==> src/rtl/inst_fetch_unit.sv <==
// rtl/inst_fetch_unit.sv - credit-based instruction fetch with PC-tagged buffer and redirect squash
// Optional performance counters are enabled by defining IFU_PERF_CNT_EN.
module inst_fetch_unit #(
  parameter logic [31:0] RESET_PC  = 32'h0000_0000,
  parameter int          BUF_DEPTH = 2
) (
  input  logic        clk,
  input  logic        reset,
  input  logic        redirect_valid,
  input  logic [31:0] redirect_pc,
  output logic        imem_req_valid,
  input  logic        imem_req_ready,
  output logic [31:0] imem_req_addr,
  input  logic        imem_resp_valid,
  input  logic [31:0] imem_resp_data,
  output logic        inst_valid,
  input  logic        inst_ready,
  output logic [31:0] inst_data,
  output logic [31:0] inst_pc,
  output logic [31:0] fetch_pc
`ifdef IFU_PERF_CNT_EN
  ,
  output logic [31:0] perf_fetched,
  output logic [31:0] perf_discarded
`endif
);

  localparam int PW = $clog2(BUF_DEPTH);
  localparam int CW = PW + 1;

  logic [31:0]   addr_q   [BUF_DEPTH];
  logic [31:0]   buf_pc   [BUF_DEPTH];
  logic [31:0]   buf_data [BUF_DEPTH];
  logic [PW-1:0] aq_wr, aq_rd;
  logic [PW-1:0] bq_wr, bq_rd;
  logic [CW-1:0] occupancy, outstanding, discard;
  logic [CW:0]   credit_used;
  logic          req_fire, resp_fire, drop, push, pop;
  logic          unused_pc_bits;

  assign unused_pc_bits = ^redirect_pc[1:0];

  // Entries already buffered plus requests still in flight may never exceed the buffer size.
  assign credit_used    = {1'b0, occupancy} + {1'b0, outstanding};
  assign imem_req_valid = !reset && !redirect_valid && (credit_used < (CW+1)'(BUF_DEPTH));
  assign imem_req_addr  = fetch_pc;
  assign req_fire       = imem_req_valid && imem_req_ready;

  // Responses with nothing outstanding are protocol violations and are ignored.
  assign resp_fire = imem_resp_valid && (outstanding != '0);
  assign drop      = resp_fire && ((discard != '0) || redirect_valid);
  assign push      = resp_fire && !drop;

  assign inst_valid = (occupancy != '0);
  assign pop        = inst_valid && inst_ready;
  assign inst_data  = inst_valid ? buf_data[bq_rd] : 32'h0;
  assign inst_pc    = inst_valid ? buf_pc[bq_rd]   : 32'h0;

  always_ff @(posedge clk) begin
    if (reset) begin
      fetch_pc    <= RESET_PC;
      aq_wr       <= '0;
      aq_rd       <= '0;
      bq_wr       <= '0;
      bq_rd       <= '0;
      occupancy   <= '0;
      outstanding <= '0;
      discard     <= '0;
    end else begin
      if (req_fire) begin
        addr_q[aq_wr] <= fetch_pc;
        aq_wr         <= aq_wr + 1'b1;
        fetch_pc      <= fetch_pc + 32'd4;
      end
      if (resp_fire) begin
        aq_rd <= aq_rd + 1'b1;
      end
      outstanding <= outstanding + CW'(req_fire) - CW'(resp_fire);

      if (redirect_valid) begin
        // Everything still in flight after this cycle belongs to the old stream.
        fetch_pc  <= {redirect_pc[31:2], 2'b00};
        discard   <= outstanding - CW'(resp_fire);
        bq_wr     <= '0;
        bq_rd     <= '0;
        occupancy <= '0;
      end else begin
        if (drop) begin
          discard <= discard - 1'b1;
        end
        if (push) begin
          buf_pc[bq_wr]   <= addr_q[aq_rd];
          buf_data[bq_wr] <= imem_resp_data;
          bq_wr           <= bq_wr + 1'b1;
        end
        if (pop) begin
          bq_rd <= bq_rd + 1'b1;
        end
        occupancy <= occupancy + CW'(push) - CW'(pop);
      end
    end
  end

`ifdef IFU_PERF_CNT_EN
  always_ff @(posedge clk) begin
    if (reset) begin
      perf_fetched   <= 32'h0;
      perf_discarded <= 32'h0;
    end else begin
      if (pop) begin
        perf_fetched <= perf_fetched + 32'd1;
      end
      if (drop) begin
        perf_discarded <= perf_discarded + 32'd1;
      end
    end
  end
`endif

endmodule
==> config.mk <==
export PLATFORM = sky130hd
export DESIGN_NAME = inst_fetch_unit
export DESIGN_NICKNAME = d
export VERILOG_FILES = /design/src/rtl/inst_fetch_unit.sv
export SDC_FILE = /design/constraint.sdc
export NUM_CORES = 1
export LEC_CHECK = 0
export CELL_PAD_IN_SITES_DETAIL_PLACEMENT = 0
export CELL_PAD_IN_SITES_GLOBAL_PLACEMENT = 1
export CORE_MARGIN = 2
export CORE_UTILIZATION = 37
export CTS_CLUSTER_DIAMETER = 200
export DETAILED_ROUTE_END_ITERATION = 16
export GPL_TIMING_DRIVEN = 0
export PLACE_DENSITY = 0.84
export SLEW_MARGIN = 20
export SYNTH_ARGS = -nofsm -noshare
export SYNTH_HDL_FRONTEND = slang
export SYNTH_SLANG_ARGS = --single-unit
export TNS_END_PERCENT = 30
==> constraint.sdc <==
create_clock -name clk -period 6.56 [get_ports clk]
set_input_delay 0.656 -clock clk [delete_from_list [all_inputs] [get_ports clk]]
set_output_delay 0.656 -clock clk [all_outputs]
set_load 0.005 [all_outputs]
### Word level (Yosys, flattened, before mapping)

Memory sizes are Yosys's and may differ from the RTL's. A register that Yosys moved wholly into a read port is not among the register bits.
Index checks and enable logic that the tools add are counted.
Widths: inputs -> output; s select.

* register bits: 42
* RAM bits: 192
* input port bits: 70
* logic and storage cells: 61
* memories: 3

* $add $sub $neg: 12
* magnitude comparators: 1
* muxes and demuxes: 19
* reductions and logical operators: 17

Memory list
* addr_q: depth 2, width 32, rd ports 1, clocked after memory_dff 1, wr ports 1, RTL line 31 `logic [31:0] addr_q [BUF_DEPTH];`
* buf_data: depth 2, width 32, rd ports 1, clocked after memory_dff 1, wr ports 1, RTL line 33 `logic [31:0] buf_data [BUF_DEPTH];`
* buf_pc: depth 2, width 32, rd ports 1, clocked after memory_dff 1, wr ports 1, RTL line 32 `logic [31:0] buf_pc [BUF_DEPTH];`

Operators with widths (number)
* $mux 32: 4
* $add 32x3->32 const B: 1
* $mux 1: 13
* $reduce_bool 2->1: 5
* $logic_and 1x1->1: 7
* $sub 2x1->2: 3
* $add 1x1->1 const B: 4
* $add 2x1->2: 2
* $mux 2: 2
* $add 2x2->3: 1
* $logic_not 1->1: 3
* $lt 3x2->1 const B: 1
* $reduce_or 2->1: 1
* $sub 2x1->2 const B: 1
* $logic_or 1x1->1: 1

### Depth between registers and ports, before layout

* depth after elaboration: 9
* gate-level depth with buffers: 10

### Least setup slack after synthesis

Ideal clock, no wire load.

* path type: input port to flip-flop
* start: input port redirect_valid
* end: memory buf_data[1][0], enable pin
* setup time: 0.571 ns
* arrival: 5.792 ns
* slack: 0.196 ns
* stages on the path: 4
* path through: inv_1 > clkbuf_1 > nand3_1 > nor3b_1

* word-level cells in the longest chain between the ends: 8

RTL lines
* start, declared: RTL line 9 `input logic redirect_valid,`
* $logic_or 1x1->1: RTL line 51 `assign drop = resp_fire && ((discard != '0) || redirect_valid);`
* $logic_and 1x1->1: RTL line 51
* $logic_not 1->1: RTL line 52 `assign push = resp_fire && !drop;`
* $logic_and 1x1->1: RTL line 52
* $mux 1: RTL line 91 `if (push) begin`
* $mux 1 *: RTL line 80 `if (redirect_valid) begin`
* $mux 1 *: RTL line 60 `if (reset) begin`
* $mux 1 (implied by the code) *: RTL line 93 `buf_data[bq_wr] <= imem_resp_data;`
* end, declared: RTL line 33

Every way passes the cells marked *; elsewhere a longest branch is shown, timed or not.

==> flow_summary.ini <==
[critical_path]
r2r_end = addr_q[0][30]
r2r_slack_ns = 3.51
path_cells = clkbuf_1 -> buf_2 -> mux2i_1 -> nor2_1 -> clkdlybuf4s50_1
crit_slowest_cell = clkbuf_1
cp.depth = 5
crit_arrival_ns = 2.67
critPathMaxStageDelay_ns = 0.60
rr_worst_depth = 7
required_ns = 5.90
path_max_fanout = 10
path_buf_inv = 3
r2r-start = outstanding[0]
critPathKind = reg -> out
endpoint_kind = primary output
crit_family = buffers and inverters
cp-start-kind = flip-flop

[placement]
portBuffers = 191
postPlaceCellArea_sq_um = 12000
place_hpwl_um = 16000
place_ws_ns = 2.76
gp_congestion = 0.821

[floorplan]
fp.dieW_um = 164
core_sq_um = 25200
ios = 200
die_y_um = 164
die-area_sq_um = 27000
initial_core_util_pct = 37.7
row_count = 58

[global_route]
antenna_found_initial = 0
grt_pass1_vias = 5893
grt_pass1_wl_um = 33100
gr-total-overflow = 0
grt_usage_pct = 16.1
grt_max_degree = 21

[clock_tree]
clock_latency_ns = 0.51
clock_path_buffers = 3
cts_resized = 0
clk_transition_reported_paths_ns = 0.06
h-tree-depth = 1
postCtsSetupRepairBufs = 0
numClockSinks = 226
holdBufCountCts = 0
numCtsBuffers = 24
root_buffer = clkbuf_16
cts_tree = done

[timing]
worst_pin_slew_ns = 0.801
period_needed_ns = 3.33
finalHoldViolations = 0
fin_crit_sh_pct = 50.8
slew_headroom_pct = 46.6
setup_viol = 0
slew_viol_final = 0
rsz0062_at_grt = false
timing.final.ws_setup_ns = 3.23
finClkSkew_ns = 0.00968
fmax_ghz = 0.300

[power]
leakage_nw = 4.36
totalPowerFinal_mw = 3.47
p_per_area_nw_per_um2 = 271
vdd.ir_drop.worst_uv = 152

[routing]
via_per_inst = 4.73
postRouteAntennaNets = 0
vias = 5987
first_pass_iters = 4
post-route-drc-count = 0
wirelength_um = 21800
drtIter0Drc = 367
wl_per_cell_um = 17.2

[cells_and_area]
syn_to_final_growth_pct = 34.8
fillers = 2183
multi_input_area_sq_um = 2730
final_net_count = 997
drive_gt1_share_pct = 16.0
final_area_sq_um = 12800
seq_area_sq_um = 6370

[synthesis]
netlist-cell-type-count = 46
synthCells = 681
synth_edf_count = 184
synth_largest_area_cell = edfxtp_1
ys_seq_area_share_pct = 67.0
syn-cell-area_sq_um = 9500
ys_top_cells_by_count = 184 x edfxtp_1, 100 x nor2_1, 66 x mux2i_1
synth.ff_latch_count = 226
synth.most_common_cell = edfxtp_1
synth_area_leaders = edfxtp_1 58%, dfxtp_1 8.8%, mux2i_1 7.0%
synth_top_area_share_pct = 58.1
ys_warn_count = 0
syn_area_per_cell_sq_um = 14.0
async_flop_share_pct = 0
synth_ff_type = edfxtp_1

[run_status]
run_status = complete, no violations

[min_path]
hold_class = reg -> reg
hold_path_depth = 2
min_from = bq_rd

[flow_run]
drv_cap = 0
-- logic make-up (layout without fill, tap and decap cells) --
logic type	after synthesis	in the layout	synth area share, %
multiplexers	96	96	10.5
other	1	7	0.0395
flip-flops	226	226	67.0
buffers and inverters	78	328	4.69
AND/OR/NAND/NOR	192	192	10.3
AO/OA/AOI/OAI	43	43	2.99
XOR/XNOR	37	37	3.41
adder cells (fa/ha/maj)	8	8	1.13
-- layout make-up --
type	instances	share of cell area, %
Inverter	12	0.352
Timing Repair Buffer	207	16.3
Clock inverter	10	0.420
Clock buffer	33	5.52
Multi-Input combinational cell	382	21.3
Buffer	66	3.13
Tap cell	330	3.22
Antenna cell	1	0.0195
Sequential cell	226	49.7
-- cells in the final DEF (no fill, tap or decap), drive strengths merged, types with 9 or more instances in the layout --
| master | instances |
|---|---|
| clkbuf | 52 |
| buf | 63 |
| inv | 12 |
| clkdlybuf4s50 | 191 |
| clkinv | 9 |
| a21oi | 12 |
| mux2i | 66 |
| a211oi | 15 |
| nand4 | 16 |
| nand2 | 19 |
| nor2 | 100 |
| edfxtp | 184 |
| nor3 | 9 |
| xnor2 | 18 |
| xor2 | 19 |
| mux2 | 30 |
| and3 | 9 |
| dfxtp | 42 |
| nand3 | 15 |
-- metal layers --
| layer | part of all wire [%] | global-route usage [%] |
|---|---|---|
| met5 | 0 | 0 |
| met4 | 1.9 | 4.27 |
| met3 | 5.9 | 3.18 |
| met2 | 49 | 27.7 |
| met1 | 43 | 20.6 |
-- stage by stage --
stage          instances  TNS (ns)  utilization [%]  hold WS, ns
6_report            1267         0             50.9        0.526
5_1_grt             1266         0             50.8        0.553
4_1_cts             1266         0             50.8        0.529
3_5_place_dp        1223         0             47.8        0.504
3_3_place_gp        1207   -418.08             47.0        0.500
2_1_floorplan        686         0                -        0.472
-- worst max-delay path by stage --
stage,start,end,slack (ns)
global route,flip-flop,inst_pc[20],2.99
floorplan,redirect_valid,buf_data[1][0],0.20
CTS,flip-flop,inst_pc[4],3.08
finish,flip-flop,inst_pc[16],3.23
detailed placement,redirect_valid,buf_data[0][0],2.76
global placement,redirect_valid,buf_data[1][0],-3.62
-- registers in the layout (all words and copies together) (netlist names), named ones only --
register     flops
aq_wr            1
bq_wr            1
buf_data        64
buf_pc          60
occupancy        2
outstanding      2
addr_q          60
fetch_pc        30
aq_rd            1
discard          2
bq_rd            1
-- power breakdown --
part           leakage [nW]  internal [mW]  total, mW  switching [mW]
clock                 0.378          0.752       1.28           0.524
combinational          1.96          0.267      0.492           0.226
sequential             2.02           1.65       1.70          0.0594
-- worst register-to-register path, delay by kind of cell, from the launching register on --
kind,cells,cell delay (ns)
AND/OR/NAND/NOR,4,1.37
buffers and inverters,2,0.54
adder cells (fa/ha/maj),1,0.49
flip-flops,1,0.33
(Power assumes the default switching activity.)
